`config.mk`:
```
export PLATFORM = sky130hd
export DESIGN_NAME = fv_bank_dispatch_flat
export DESIGN_NICKNAME = d
export VERILOG_FILES = /design/src/rtl/fv_dispatch_pkg.sv /design/src/rtl/fv_bank_dispatch_if.sv /design/src/rtl/fv_bank_reader.sv /design/src/rtl/fv_bank_dispatch.sv /design/src/flat_wrapper.sv
export SDC_FILE = /design/constraint.sdc
export NUM_CORES = 1
export LEC_CHECK = 0
export CAP_MARGIN = 20
export CORE_MARGIN = 2
export CORE_UTILIZATION = 45
export DETAILED_ROUTE_END_ITERATION = 8
export GPL_TIMING_DRIVEN = 0
export PLACE_DENSITY = 0.82
export REMOVE_ABC_BUFFERS = 1
export SLEW_MARGIN = 20
export SYNTH_ARGS = -nofsm -noshare
export SYNTH_HDL_FRONTEND = slang
export SYNTH_SLANG_ARGS = --single-unit
```
`constraint.sdc`:
```
create_clock -name clk -period 5 [get_ports clk]
set_input_delay 1 -clock clk [delete_from_list [all_inputs] [get_ports clk]]
set_output_delay 1 -clock clk [all_outputs]
set_load 0.02 [all_outputs]
```
`src/rtl/fv_dispatch_pkg.sv`:
```
// Shared types and default parameters for the feature-vector bank dispatcher.
// The request struct fields are sized for the default parameter set.
package fv_dispatch_pkg;

    localparam int unsigned DEF_NUM_BANKS  = 4;
    localparam int unsigned DEF_NUM_PE     = 4;
    localparam int unsigned DEF_FV_WIDTH   = 16;
    localparam int unsigned DEF_FV_WORDS   = 4;
    localparam int unsigned DEF_BANK_DEPTH = 256;
    localparam int unsigned DEF_REQ_DEPTH  = 8;

    localparam int unsigned DEF_TAG_W = $clog2(DEF_NUM_PE);
    localparam int unsigned DEF_FVI_W = $clog2(DEF_NUM_BANKS * DEF_BANK_DEPTH / DEF_FV_WORDS);

    typedef enum logic [1:0] {
        IDLE,
        ISSUE,
        DRAIN
    } fv_bank_state_e;

    typedef struct packed {
        logic [DEF_TAG_W-1:0] pe_tag;
        logic [DEF_FVI_W-1:0] fv_idx;
    } fv_req_t;

endpackage

```
`src/rtl/fv_bank_dispatch_if.sv`:
```
// Request handshake bundle: the producer drives master, the dispatcher is slave.
interface fv_bank_dispatch_if #(
    parameter int unsigned TAG_W = 2,
    parameter int unsigned FVI_W = 8
);
    logic             req_valid;
    logic             req_ready;
    logic [TAG_W-1:0] req_pe_tag;
    logic [FVI_W-1:0] req_fv_idx;

    modport master (output req_valid, req_pe_tag, req_fv_idx, input req_ready);
    modport slave  (input req_valid, req_pe_tag, req_fv_idx, output req_ready);
endinterface

```
`src/rtl/fv_bank_reader.sv`:
```
// Per-bank reader: FSM, beat counter, registered SRAM pins, preload muxing
// and the tag of the PE this bank currently owns.
module fv_bank_reader
    import fv_dispatch_pkg::*;
#(
    parameter int unsigned FV_WIDTH = DEF_FV_WIDTH,
    parameter int unsigned FV_WORDS = DEF_FV_WORDS,
    parameter int unsigned AW       = $clog2(DEF_BANK_DEPTH),
    parameter int unsigned TAG_W    = DEF_TAG_W
) (
    input  logic                clk,
    input  logic                reset,
    input  logic                disp_i,
    input  logic [AW-1:0]       base_i,
    input  logic [TAG_W-1:0]    tag_i,
    input  logic                ld_fire_i,
    input  logic [AW-1:0]       ld_addr_i,
    input  logic [FV_WIDTH-1:0] ld_data_i,
    output logic                idle_o,
    output logic [TAG_W-1:0]    tag_o,
    output logic                rvld_o,
    output logic                rlast_o,
    output logic                cen_o,
    output logic                wen_o,
    output logic [AW-1:0]       a_o,
    output logic [FV_WIDTH-1:0] d_o
);
    localparam int unsigned     BEAT_W    = (FV_WORDS > 1) ? $clog2(FV_WORDS) : 1;
    localparam logic [BEAT_W-1:0] LAST_BEAT = BEAT_W'(FV_WORDS - 1);

    fv_bank_state_e      state_q;
    logic [BEAT_W-1:0]   beat_q;
    logic [TAG_W-1:0]    tag_q;
    logic                cen_q, wen_q, rvld_q, rlast_q;
    logic [AW-1:0]       a_q;
    logic [FV_WIDTH-1:0] d_q;

    // Bank FSM; SRAM pins are registered so beat k is on the pins at D+1+k.
    always_ff @(posedge clk) begin
        if (reset) begin
            state_q <= IDLE;
            beat_q  <= '0;
            tag_q   <= '0;
            cen_q   <= 1'b1;
            wen_q   <= 1'b1;
            a_q     <= '0;
            d_q     <= '0;
            rvld_q  <= 1'b0;
            rlast_q <= 1'b0;
        end else begin
            // A read on the pins this cycle returns sram_q next cycle.
            rvld_q  <= (state_q == ISSUE);
            rlast_q <= (state_q == ISSUE) && (beat_q == LAST_BEAT);
            unique case (state_q)
                IDLE: begin
                    cen_q <= 1'b1;
                    wen_q <= 1'b1;
                    if (ld_fire_i) begin
                        cen_q <= 1'b0;
                        wen_q <= 1'b0;
                        a_q   <= ld_addr_i;
                        d_q   <= ld_data_i;
                    end else if (disp_i) begin
                        state_q <= ISSUE;
                        beat_q  <= '0;
                        tag_q   <= tag_i;
                        cen_q   <= 1'b0;
                        a_q     <= base_i;
                    end
                end
                ISSUE: begin
                    if (beat_q == LAST_BEAT) begin
                        state_q <= DRAIN;
                        cen_q   <= 1'b1;
                    end else begin
                        beat_q <= beat_q + 1'b1;
                        a_q    <= a_q + 1'b1;
                    end
                end
                DRAIN:   state_q <= IDLE;
                default: state_q <= IDLE;
            endcase
        end
    end

    assign idle_o  = (state_q == IDLE);
    assign tag_o   = tag_q;
    assign rvld_o  = rvld_q;
    assign rlast_o = rlast_q;
    assign cen_o   = cen_q;
    assign wen_o   = wen_q;
    assign a_o     = a_q;
    assign d_o     = d_q;
endmodule

```
`src/rtl/fv_bank_dispatch.sv`:
```
// Feature-vector bank dispatcher: request queue, head-of-line dispatch with
// per-PE ownership, preload arbitration and the bank-to-PE output crossbar.
// Optional FV_DISPATCH_PERF_EN adds saturating dispatch/stall counters.
module fv_bank_dispatch
    import fv_dispatch_pkg::*;
#(
    parameter int unsigned NUM_BANKS  = DEF_NUM_BANKS,
    parameter int unsigned NUM_PE     = DEF_NUM_PE,
    parameter int unsigned FV_WIDTH   = DEF_FV_WIDTH,
    parameter int unsigned FV_WORDS   = DEF_FV_WORDS,
    parameter int unsigned BANK_DEPTH = DEF_BANK_DEPTH,
    parameter int unsigned REQ_DEPTH  = DEF_REQ_DEPTH,
    localparam int unsigned TAG_W = $clog2(NUM_PE),
    localparam int unsigned AW    = $clog2(BANK_DEPTH),
    localparam int unsigned FVI_W = $clog2(NUM_BANKS * BANK_DEPTH / FV_WORDS),
    localparam int unsigned BW    = $clog2(NUM_BANKS)
) (
    input  logic                               clk,
    input  logic                               reset,
    fv_bank_dispatch_if.slave                  req_if,
    input  logic [FVI_W-1:0]                   num_fv,
    input  logic                               ld_valid,
    output logic                               ld_ready,
    input  logic [BW-1:0]                      ld_bank,
    input  logic [AW-1:0]                      ld_addr,
    input  logic [FV_WIDTH-1:0]                ld_data,
    output logic [NUM_BANKS-1:0]               sram_cen,
    output logic [NUM_BANKS-1:0]               sram_wen,
    output logic [NUM_BANKS-1:0][AW-1:0]       sram_a,
    output logic [NUM_BANKS-1:0][FV_WIDTH-1:0] sram_d,
    input  logic [NUM_BANKS-1:0][FV_WIDTH-1:0] sram_q,
    output logic [NUM_PE-1:0]                  pe_valid,
    output logic [NUM_PE-1:0]                  pe_last,
    output logic [NUM_PE-1:0][FV_WIDTH-1:0]    pe_data,
    output logic                               err_valid,
    output logic [TAG_W-1:0]                   err_pe_tag
`ifdef FV_DISPATCH_PERF_EN
    ,
    output logic [31:0]                        perf_dispatched,
    output logic [31:0]                        perf_stall
`endif
);
    localparam int unsigned PTR_W = (REQ_DEPTH > 1) ? $clog2(REQ_DEPTH) : 1;
    localparam int unsigned CNT_W = $clog2(REQ_DEPTH + 1);

    fv_req_t          fifo_q [REQ_DEPTH];
    logic [PTR_W-1:0] wr_ptr_q, rd_ptr_q;
    logic [CNT_W-1:0] count_q;
    logic [FVI_W-1:0] num_fv_q;
    logic             push, pop, head_vld, head_oor, dispatch_ok;
    fv_req_t          head;
    logic [TAG_W-1:0] head_tag;
    logic [FVI_W-1:0] head_idx;
    logic [BW-1:0]    head_bank;
    logic [AW-1:0]    head_base;

    logic [NUM_BANKS-1:0]            bank_idle, bank_rvld, bank_rlast, bank_disp, ld_fire;
    logic [NUM_BANKS-1:0][TAG_W-1:0] bank_tag;
    logic [NUM_PE-1:0]               pe_owned, xb_valid, xb_last;
    logic [NUM_PE-1:0][FV_WIDTH-1:0] xb_data;
    logic [NUM_PE-1:0]               pe_valid_q, pe_last_q;
    logic [NUM_PE-1:0][FV_WIDTH-1:0] pe_data_q;
    logic                            err_valid_q;
    logic [TAG_W-1:0]                err_tag_q;

    assign req_if.req_ready = (count_q < CNT_W'(REQ_DEPTH));
    assign push     = req_if.req_valid && req_if.req_ready;
    assign head     = fifo_q[rd_ptr_q];
    assign head_vld = (count_q != '0);
    assign head_tag = TAG_W'(head.pe_tag);
    assign head_idx = FVI_W'(head.fv_idx);
    assign head_oor = (head_idx >= num_fv_q);
    assign head_bank = head_idx[BW-1:0];
    assign head_base = AW'((head_idx >> BW) * FV_WORDS);
    assign ld_ready = bank_idle[ld_bank];

    // Request storage; count_q qualifies every read so no reset is needed.
    always_ff @(posedge clk) begin
        if (push) begin
            fifo_q[wr_ptr_q] <= '{pe_tag: DEF_TAG_W'(req_if.req_pe_tag),
                                  fv_idx: DEF_FVI_W'(req_if.req_fv_idx)};
        end
    end

    // Registering num_fv makes a change apply to the next cycle's head.
    always_ff @(posedge clk) begin
        num_fv_q <= num_fv;
    end

    // Queue pointers and occupancy.
    always_ff @(posedge clk) begin
        if (reset) begin
            wr_ptr_q <= '0;
            rd_ptr_q <= '0;
            count_q  <= '0;
        end else begin
            if (push) wr_ptr_q <= (wr_ptr_q == PTR_W'(REQ_DEPTH - 1)) ? '0 : wr_ptr_q + 1'b1;
            if (pop)  rd_ptr_q <= (rd_ptr_q == PTR_W'(REQ_DEPTH - 1)) ? '0 : rd_ptr_q + 1'b1;
            if (push && !pop)      count_q <= count_q + 1'b1;
            else if (!push && pop) count_q <= count_q - 1'b1;
        end
    end

    // Ownership, load priority and head dispatch decision.
    always_comb begin
        pe_owned = '0;
        ld_fire  = '0;
        for (int unsigned b = 0; b < NUM_BANKS; b++) begin
            if (!bank_idle[b]) pe_owned[bank_tag[b]] = 1'b1;
            ld_fire[b] = ld_valid && bank_idle[b] && (ld_bank == BW'(b));
        end
        dispatch_ok = head_vld && !head_oor && bank_idle[head_bank]
                      && !ld_fire[head_bank] && !pe_owned[head_tag];
        pop = head_vld && (head_oor || dispatch_ok);
        bank_disp = '0;
        bank_disp[head_bank] = dispatch_ok;
    end

    for (genvar b = 0; b < NUM_BANKS; b++) begin : g_bank
        fv_bank_reader #(
            .FV_WIDTH (FV_WIDTH),
            .FV_WORDS (FV_WORDS),
            .AW       (AW),
            .TAG_W    (TAG_W)
        ) u_reader (
            .clk       (clk),
            .reset     (reset),
            .disp_i    (bank_disp[b]),
            .base_i    (head_base),
            .tag_i     (head_tag),
            .ld_fire_i (ld_fire[b]),
            .ld_addr_i (ld_addr),
            .ld_data_i (ld_data),
            .idle_o    (bank_idle[b]),
            .tag_o     (bank_tag[b]),
            .rvld_o    (bank_rvld[b]),
            .rlast_o   (bank_rlast[b]),
            .cen_o     (sram_cen[b]),
            .wen_o     (sram_wen[b]),
            .a_o       (sram_a[b]),
            .d_o       (sram_d[b])
        );
    end

    // Crossbar: ownership guarantees at most one bank returns data per PE.
    always_comb begin
        xb_valid = '0;
        xb_last  = '0;
        xb_data  = '0;
        for (int unsigned b = 0; b < NUM_BANKS; b++) begin
            if (bank_rvld[b]) begin
                xb_valid[bank_tag[b]] = 1'b1;
                xb_last[bank_tag[b]]  = bank_rlast[b];
                xb_data[bank_tag[b]]  = sram_q[b];
            end
        end
    end

    // Registered PE outputs and out-of-range drop pulse.
    always_ff @(posedge clk) begin
        if (reset) begin
            pe_valid_q  <= '0;
            pe_last_q   <= '0;
            pe_data_q   <= '0;
            err_valid_q <= 1'b0;
            err_tag_q   <= '0;
        end else begin
            pe_valid_q  <= xb_valid;
            pe_last_q   <= xb_last;
            pe_data_q   <= xb_data;
            err_valid_q <= head_vld && head_oor;
            if (head_vld && head_oor) err_tag_q <= head_tag;
        end
    end

    assign pe_valid   = pe_valid_q;
    assign pe_last    = pe_last_q;
    assign pe_data    = pe_data_q;
    assign err_valid  = err_valid_q;
    assign err_pe_tag = err_tag_q;

`ifdef FV_DISPATCH_PERF_EN
    logic [31:0] perf_disp_q, perf_stall_q;

    // Saturating dispatch and stalled-head counters.
    always_ff @(posedge clk) begin
        if (reset) begin
            perf_disp_q  <= '0;
            perf_stall_q <= '0;
        end else begin
            if (dispatch_ok && (perf_disp_q != '1)) perf_disp_q <= perf_disp_q + 32'd1;
            if (head_vld && !head_oor && !dispatch_ok && (perf_stall_q != '1))
                perf_stall_q <= perf_stall_q + 32'd1;
        end
    end

    assign perf_dispatched = perf_disp_q;
    assign perf_stall      = perf_stall_q;
`endif
endmodule
```
`src/flat_wrapper.sv`:
```
// flat-port wrapper written by rule: the top's interface ports become plain ports
module fv_bank_dispatch_flat import fv_dispatch_pkg::*;
#(
    parameter int unsigned NUM_BANKS  = DEF_NUM_BANKS,
    parameter int unsigned NUM_PE     = DEF_NUM_PE,
    parameter int unsigned FV_WIDTH   = DEF_FV_WIDTH,
    parameter int unsigned FV_WORDS   = DEF_FV_WORDS,
    parameter int unsigned BANK_DEPTH = DEF_BANK_DEPTH,
    parameter int unsigned REQ_DEPTH  = DEF_REQ_DEPTH,
    localparam int unsigned TAG_W = $clog2(NUM_PE),
    localparam int unsigned AW    = $clog2(BANK_DEPTH),
    localparam int unsigned FVI_W = $clog2(NUM_BANKS * BANK_DEPTH / FV_WORDS),
    localparam int unsigned BW    = $clog2(NUM_BANKS)
)
  (clk, reset, num_fv, ld_valid, ld_ready, ld_bank, ld_addr, ld_data, sram_cen, sram_wen, sram_a, sram_d, sram_q, pe_valid, pe_last, pe_data, err_valid, err_pe_tag, req_if_req_valid, req_if_req_pe_tag, req_if_req_fv_idx, req_if_req_ready);
  fv_bank_dispatch_if req_if_i ();
  input  logic clk;
  input  logic reset;
  input  logic [FVI_W-1:0] num_fv;
  input  logic ld_valid;
  output logic ld_ready;
  input  logic [BW-1:0] ld_bank;
  input  logic [AW-1:0] ld_addr;
  input  logic [FV_WIDTH-1:0] ld_data;
  output logic [NUM_BANKS-1:0] sram_cen;
  output logic [NUM_BANKS-1:0] sram_wen;
  output logic [NUM_BANKS-1:0][AW-1:0] sram_a;
  output logic [NUM_BANKS-1:0][FV_WIDTH-1:0] sram_d;
  input  logic [NUM_BANKS-1:0][FV_WIDTH-1:0] sram_q;
  output logic [NUM_PE-1:0] pe_valid;
  output logic [NUM_PE-1:0] pe_last;
  output logic [NUM_PE-1:0][FV_WIDTH-1:0] pe_data;
  output logic err_valid;
  output logic [TAG_W-1:0] err_pe_tag;
  input wire logic [$bits(req_if_i.req_valid)-1:0] req_if_req_valid;
  input wire logic [$bits(req_if_i.req_pe_tag)-1:0] req_if_req_pe_tag;
  input wire logic [$bits(req_if_i.req_fv_idx)-1:0] req_if_req_fv_idx;
  output wire logic [$bits(req_if_i.req_ready)-1:0] req_if_req_ready;
  assign req_if_i.req_valid = req_if_req_valid;
  assign req_if_i.req_pe_tag = req_if_req_pe_tag;
  assign req_if_i.req_fv_idx = req_if_req_fv_idx;
  assign req_if_req_ready = req_if_i.req_ready;
  fv_bank_dispatch #(.NUM_BANKS(NUM_BANKS), .NUM_PE(NUM_PE), .FV_WIDTH(FV_WIDTH), .FV_WORDS(FV_WORDS), .BANK_DEPTH(BANK_DEPTH), .REQ_DEPTH(REQ_DEPTH)) u_core (.clk(clk), .reset(reset), .req_if(req_if_i), .num_fv(num_fv), .ld_valid(ld_valid), .ld_ready(ld_ready), .ld_bank(ld_bank), .ld_addr(ld_addr), .ld_data(ld_data), .sram_cen(sram_cen), .sram_wen(sram_wen), .sram_a(sram_a), .sram_d(sram_d), .sram_q(sram_q), .pe_valid(pe_valid), .pe_last(pe_last), .pe_data(pe_data), .err_valid(err_valid), .err_pe_tag(err_pe_tag));
endmodule
```
# Yosys cells after proc, flatten, opt, wreduce, memory -nomap -nowiden

Memory sizes are Yosys's and may differ from the RTL's. A register that Yosys moved wholly into a read port is not among the register bits.
Cells that the tools add are included.

Equality and inequality tests: 33
Magnitude comparators: 14
Reductions and logical operators: 67
Muxes and demuxes: 124
Bitwise logic cells: 13
Add/subtract/negate cells: 12

Operators by type and width:

| operator              | count |
|---|---|
| $mux W64              | 4 |
| $bwmux W64            | 3 |
| $demux W16 S2         | 4 |
| $mux W8               | 12 |
| $and A64 B64 Y64      | 1 |
| $mux W16              | 4 |
| $pmux W8 S2           | 4 |
| $mux W4               | 14 |
| $mux W2               | 24 |
| $reduce_and A3 Y1     | 12 |
| $add A8 B1 Y8 const B | 4 |
| $pmux W2 S2           | 8 |
| $mux W1               | 27 |
| $logic_and A1 B1 Y1   | 26 |
| $or A4 B4 Y4          | 6 |
| $lt A2 B3 Y1 const B  | 7 |
| $ne A2 B1 Y1 const B  | 8 |
| $ne A2 B2 Y1 const B  | 8 |
| $reduce_and A2 Y1     | 8 |
| $reduce_and A4 Y1     | 4 |
| $bwmux W4             | 3 |
| $eq A2 B2 Y1 const B  | 6 |
| $mux W3               | 4 |
| $ne A3 B2 Y1 const B  | 4 |
| other kinds (19)      | 58 |

Bits in writable memories: 80
Memories kept: 1
Logic and storage cells: 312
Flip-flop bits (word level): 229

Memories:

| name          | words | width | read ports | clocked after Yosys merged registers in | wr ports | RTL line               | RTL |
|---|---|---|---|---|---|---|---|
| u_core.fifo_q | 8     | 10    | 1          | 1                                       | 1        | fv_bank_dispatch.sv:46 | `fv_req_t fifo_q [REQ_DEPTH];` |

# Longest topological paths before layout

Depth in word-level cells: 20
Gate-level depth with buffers: 20

# By module

Synthesis repeated with hierarchy kept, for this count alone.

Cell total of the unflattened synthesis: 1413
Area total of the unflattened synthesis: 13726.9 µm²

By module, submodules not included:

| module           | instances | cells each | sequential area each (µm²) | area each (µm²) |
|---|---|---|---|---|
| fv_bank_dispatch | 1         | 673        | 4324.1                     | 7726.2 |
| fv_bank_reader   | 4         | 185        | 680.7                      | 1500.2 |

# Worst setup path before layout

OpenSTA, ideal clock, no wires.

Path type: reg2reg
Start: register (tool-made name)
End: register u_core.count_q[3]
Stages on the path, launching flop included: 21
Library setup time: 0.070 ns
Arrival time: 4.412 ns
Clock period less this slack: 4.483 ns
Data required time: 4.930 ns
Setup slack: 0.517 ns
Cells stage by stage: dfxtp_1 buf_2 buf_2 mux4_2 mux2i_1 inv_1 ha_1 nand2_1 or3_1 o21ai_0 and2_1 a41o_1 inv_1 ha_1 inv_1 ha_1 a21o_1 a21oi_1 xnor2_1 or3_1 a21oi_1

RTL lines:

| item                 | RTL line                | RTL |
|---|---|---|
| to (signal assigned) | fv_bank_dispatch.sv:99  | `if (push && !pop) count_q <= count_q + 1'b1;` |
| to (signal assigned) | fv_bank_dispatch.sv:100 | `else if (!push && pop) count_q <= count_q - 1'b1;` |
| to (decl)            | fv_bank_dispatch.sv:48  | `logic [CNT_W-1:0] count_q;` |

==> run metrics <==
outcome=finished, final reports clean; WHS=0.453 ns; DR pass1 iterations=6; Reg clk slew, reported paths=0.06 ns; share of cells above drive strength 1=10.4%; Layout Skew=0.0158 ns; Final Util=61.2%; Synth top cells by count=232 x dfxtp_1, 201 x nand2_1, 109 x a21oi_1; first-pass GRT wire length=67,700 µm; vias in the first global route=12,293; syn_area_per_cell=9.80 µm²; worst skew pair latency=0.59 ns; Top Family by Delay on Critical Path=compound AO/OA/AOI/OAI gates; pre-CTS setup slack=-0.380 ns; post-synth top area share=33.8%; HP Class=register to register; R2R setup slack=0.30 ns; DR vias=12,961; pin count of the biggest net entering global routing=123; clk root buf=clkbuf_16; Critical Path RT=5.51 ns; Core Area=0.0299 mm²; cell taking the most area after synthesis=dfxtp_1; clk sinks=312; I/O pin total=293; Worst Path Buf+Inv=3; Nets=1,789; met1 Track Usage GR=34.0%; Yosys cell types=80; Final period util=93.9%; row count=63; WHS Path Cells=2; mean routed wirelength per cell=21.9 µm; Crit Path Max Fanout=9; met2 usage=46.8%; crit path launch type=register; Post-Synthesis Cells=1,401; gr busiest metal=met2; initial antenna violation count=1; Pwr Density=463 mW/mm²; Final WS setup=0.304 ns; Area after DPL=0.0170 mm²; # setup viols final=0; global route total overflow=0; Cell Chain, Critical Path=mux4_2 > mux2i_2 > inv_1 > ha_1 > a211o_1 > a31oi_1 > o21a_1 > a41o_4 > inv_1 > ha_1 > inv_1 > ha_1 > a21o_1 > a21oi_1 > xnor2_1 > or3_1 > a21oi_1; Mapped Area=0.0137 mm²; Seq/Total Area, Yosys=51.3%; fillers=2,374; FMAX=0.213 GHz; DRC viols=0; CP endpoint kind=register; initial drt markers=1,444; detailed-route vias per instance=6.26; fin crit period=4.70 ns; htree depth=1; Detail Placement HPWL=30,600 µm; CP arrival=5.20 ns; Slew headroom=21.4%; Synth Flop Type=dfxtp_1; All-Layer GR Usage=26.9%; area grow syn2layout=33.3%; final hold violation count=0; most frequent cell after synthesis=dfxtp_1; WS Path Type=register to register; ys async rst share=0%; Die Wd=179 µm; Routed WL=45,400 µm; CP Depth=17; Die Y=179 µm; maxcap violations=0; CTS max path bufs=3; R2R depth=17; Final Cell Area=0.0183 mm²; Final Max Tran Viols=0; CP max stage cell=mux4_2; total die area=0.0319 mm²; port buffer count=292; Final ANT Viol Nets=0; slowest stage delay, CP=0.54 ns; Ys Warns=0; Pleak=6.22 nW; grt met3 use=4.30%; Synth Register Bits=312; VDD IR max=0.342 mV; CTS tree=yes; Num CTS Buffers=31; EDFF count, synth=80; Worst Max-Slew Pin Slew=1.18 ns; Synth area leaders=dfxtp_1 34%, edfxtp_1 18%, nand2_1 5.5%, a221oi_1 4.3%, a21oi_1 4.0%; Placer Congestion=0.945; Initial Utilization=45.9%
[sequential cells by signal, indices dropped and copies added, names as in the netlist, 8 cells and up, named ones only]
signal,flops
u_core.fifo_q,80
u_core.g_bank.u_reader.a_o,32
u_core.g_bank.u_reader.beat_q,8
u_core.g_bank.u_reader.d_o,64
u_core.g_bank.u_reader.state_q,8
u_core.g_bank.u_reader.tag_o,8
u_core.num_fv_q,8
u_core.pe_data,64
[where the power goes]
| group | internal (mW) | total (mW) | switching [mW] |
|---|---|---|---|
| Sequential | 2.88 | 3.19 | 0.315 |
| Clock | 1.54 | 2.56 | 1.02 |
| Combinational | 1.17 | 2.71 | 1.54 |
| Total | 5.59 | 8.46 | 2.88 |
[path summary, 6_finish.rpt]
path	from	endpoint
hold reg to reg	u_core.g_bank[1].u_reader.d_o[1]	u_core.g_bank[1].u_reader.d_o[1]
setup reg to reg	register	u_core.count_q[3]
setup / recovery	register	u_core.count_q[3]
hold / removal	u_core.g_bank[1].u_reader.d_o[1]	u_core.g_bank[1].u_reader.d_o[1]
[stage by stage]
| step | instances | total power, mW | TNS [ns] |
|---|---|---|---|
| after floorplan | 1293 | 4.70 | 0 |
| after global placement | 1975 | 5.67 | -546.46 |
| after detailed placement | 1997 | 5.79 | -0.380 |
| after CTS | 2055 | 8.34 | 0 |
| after global routing | 2069 | 8.81 | -0.0105 |
| final | 2069 | 8.46 | 0 |
[timing repair]
item | 4_1_cts | 5_1_grt
resized for setup | 5 | 12
hold buffers | 0 | 0
endpoints found under the hold margin | 0 | 0
setup buffers | 0 | 11
pin swaps | 0 | 0
setup endpoints to repair | 2 | 1
cloned | 0 | 0
[metal layers]
metal	share of wire, %	vias up
met3	10	141
met4	3.6	0
met5	0	-
met1	37	6193
met2	49	856
li1	-	5771
[tightest hold or removal path: stages, from the launching register on]
cell     delay, ns
dfxtp_1       0.31
nand2_1       0.05
a21oi_1       0.05
[cell usage in the layout, fill, tap and decap left out, types with 13 or more instances in the layout]
cell type        instances
nand3_1                 20
mux4_2                  17
dfxtp_1                229
inv_1                   31
buf_4                   22
o22ai_1                 72
o32ai_1                 13
edfxtp_1                80
nand2_1                201
ha_1                    23
clkdlybuf4s50_1        291
o21ai_0                 56
nor3_1                  96
clkbuf_16               32
a221oi_1                68
a21oi_1                109
nor2_1                  62
[area by class of cell]
cell class / count / area [µm²] / share of cell area [%]
antenna: 1 / 2.50 / 0.0137
clock buffer: 39 / 867 / 4.74
clock inverter: 19 / 268 / 1.46
inverter: 32 / 120 / 0.657
multi-input combinational: 949 / 6250 / 34.2
sequential: 312 / 7060 / 38.6
tap: 390 / 488 / 2.67
timing repair buffer: 327 / 3240 / 17.7
[logic make-up after synthesis]
group | count (synthesis) | synth area share, %
xor gates and xnor gates | 3 | 0.191
and+or+nand+nor | 474 | 16.3
adders and majority gates | 24 | 2.24
DFF | 312 | 51.3
AOI/OAI and AO/OA | 406 | 20.5
buffers and inverters | 140 | 4.24
muxes | 42 | 5.20
Power figures use the tool's default switching activity.
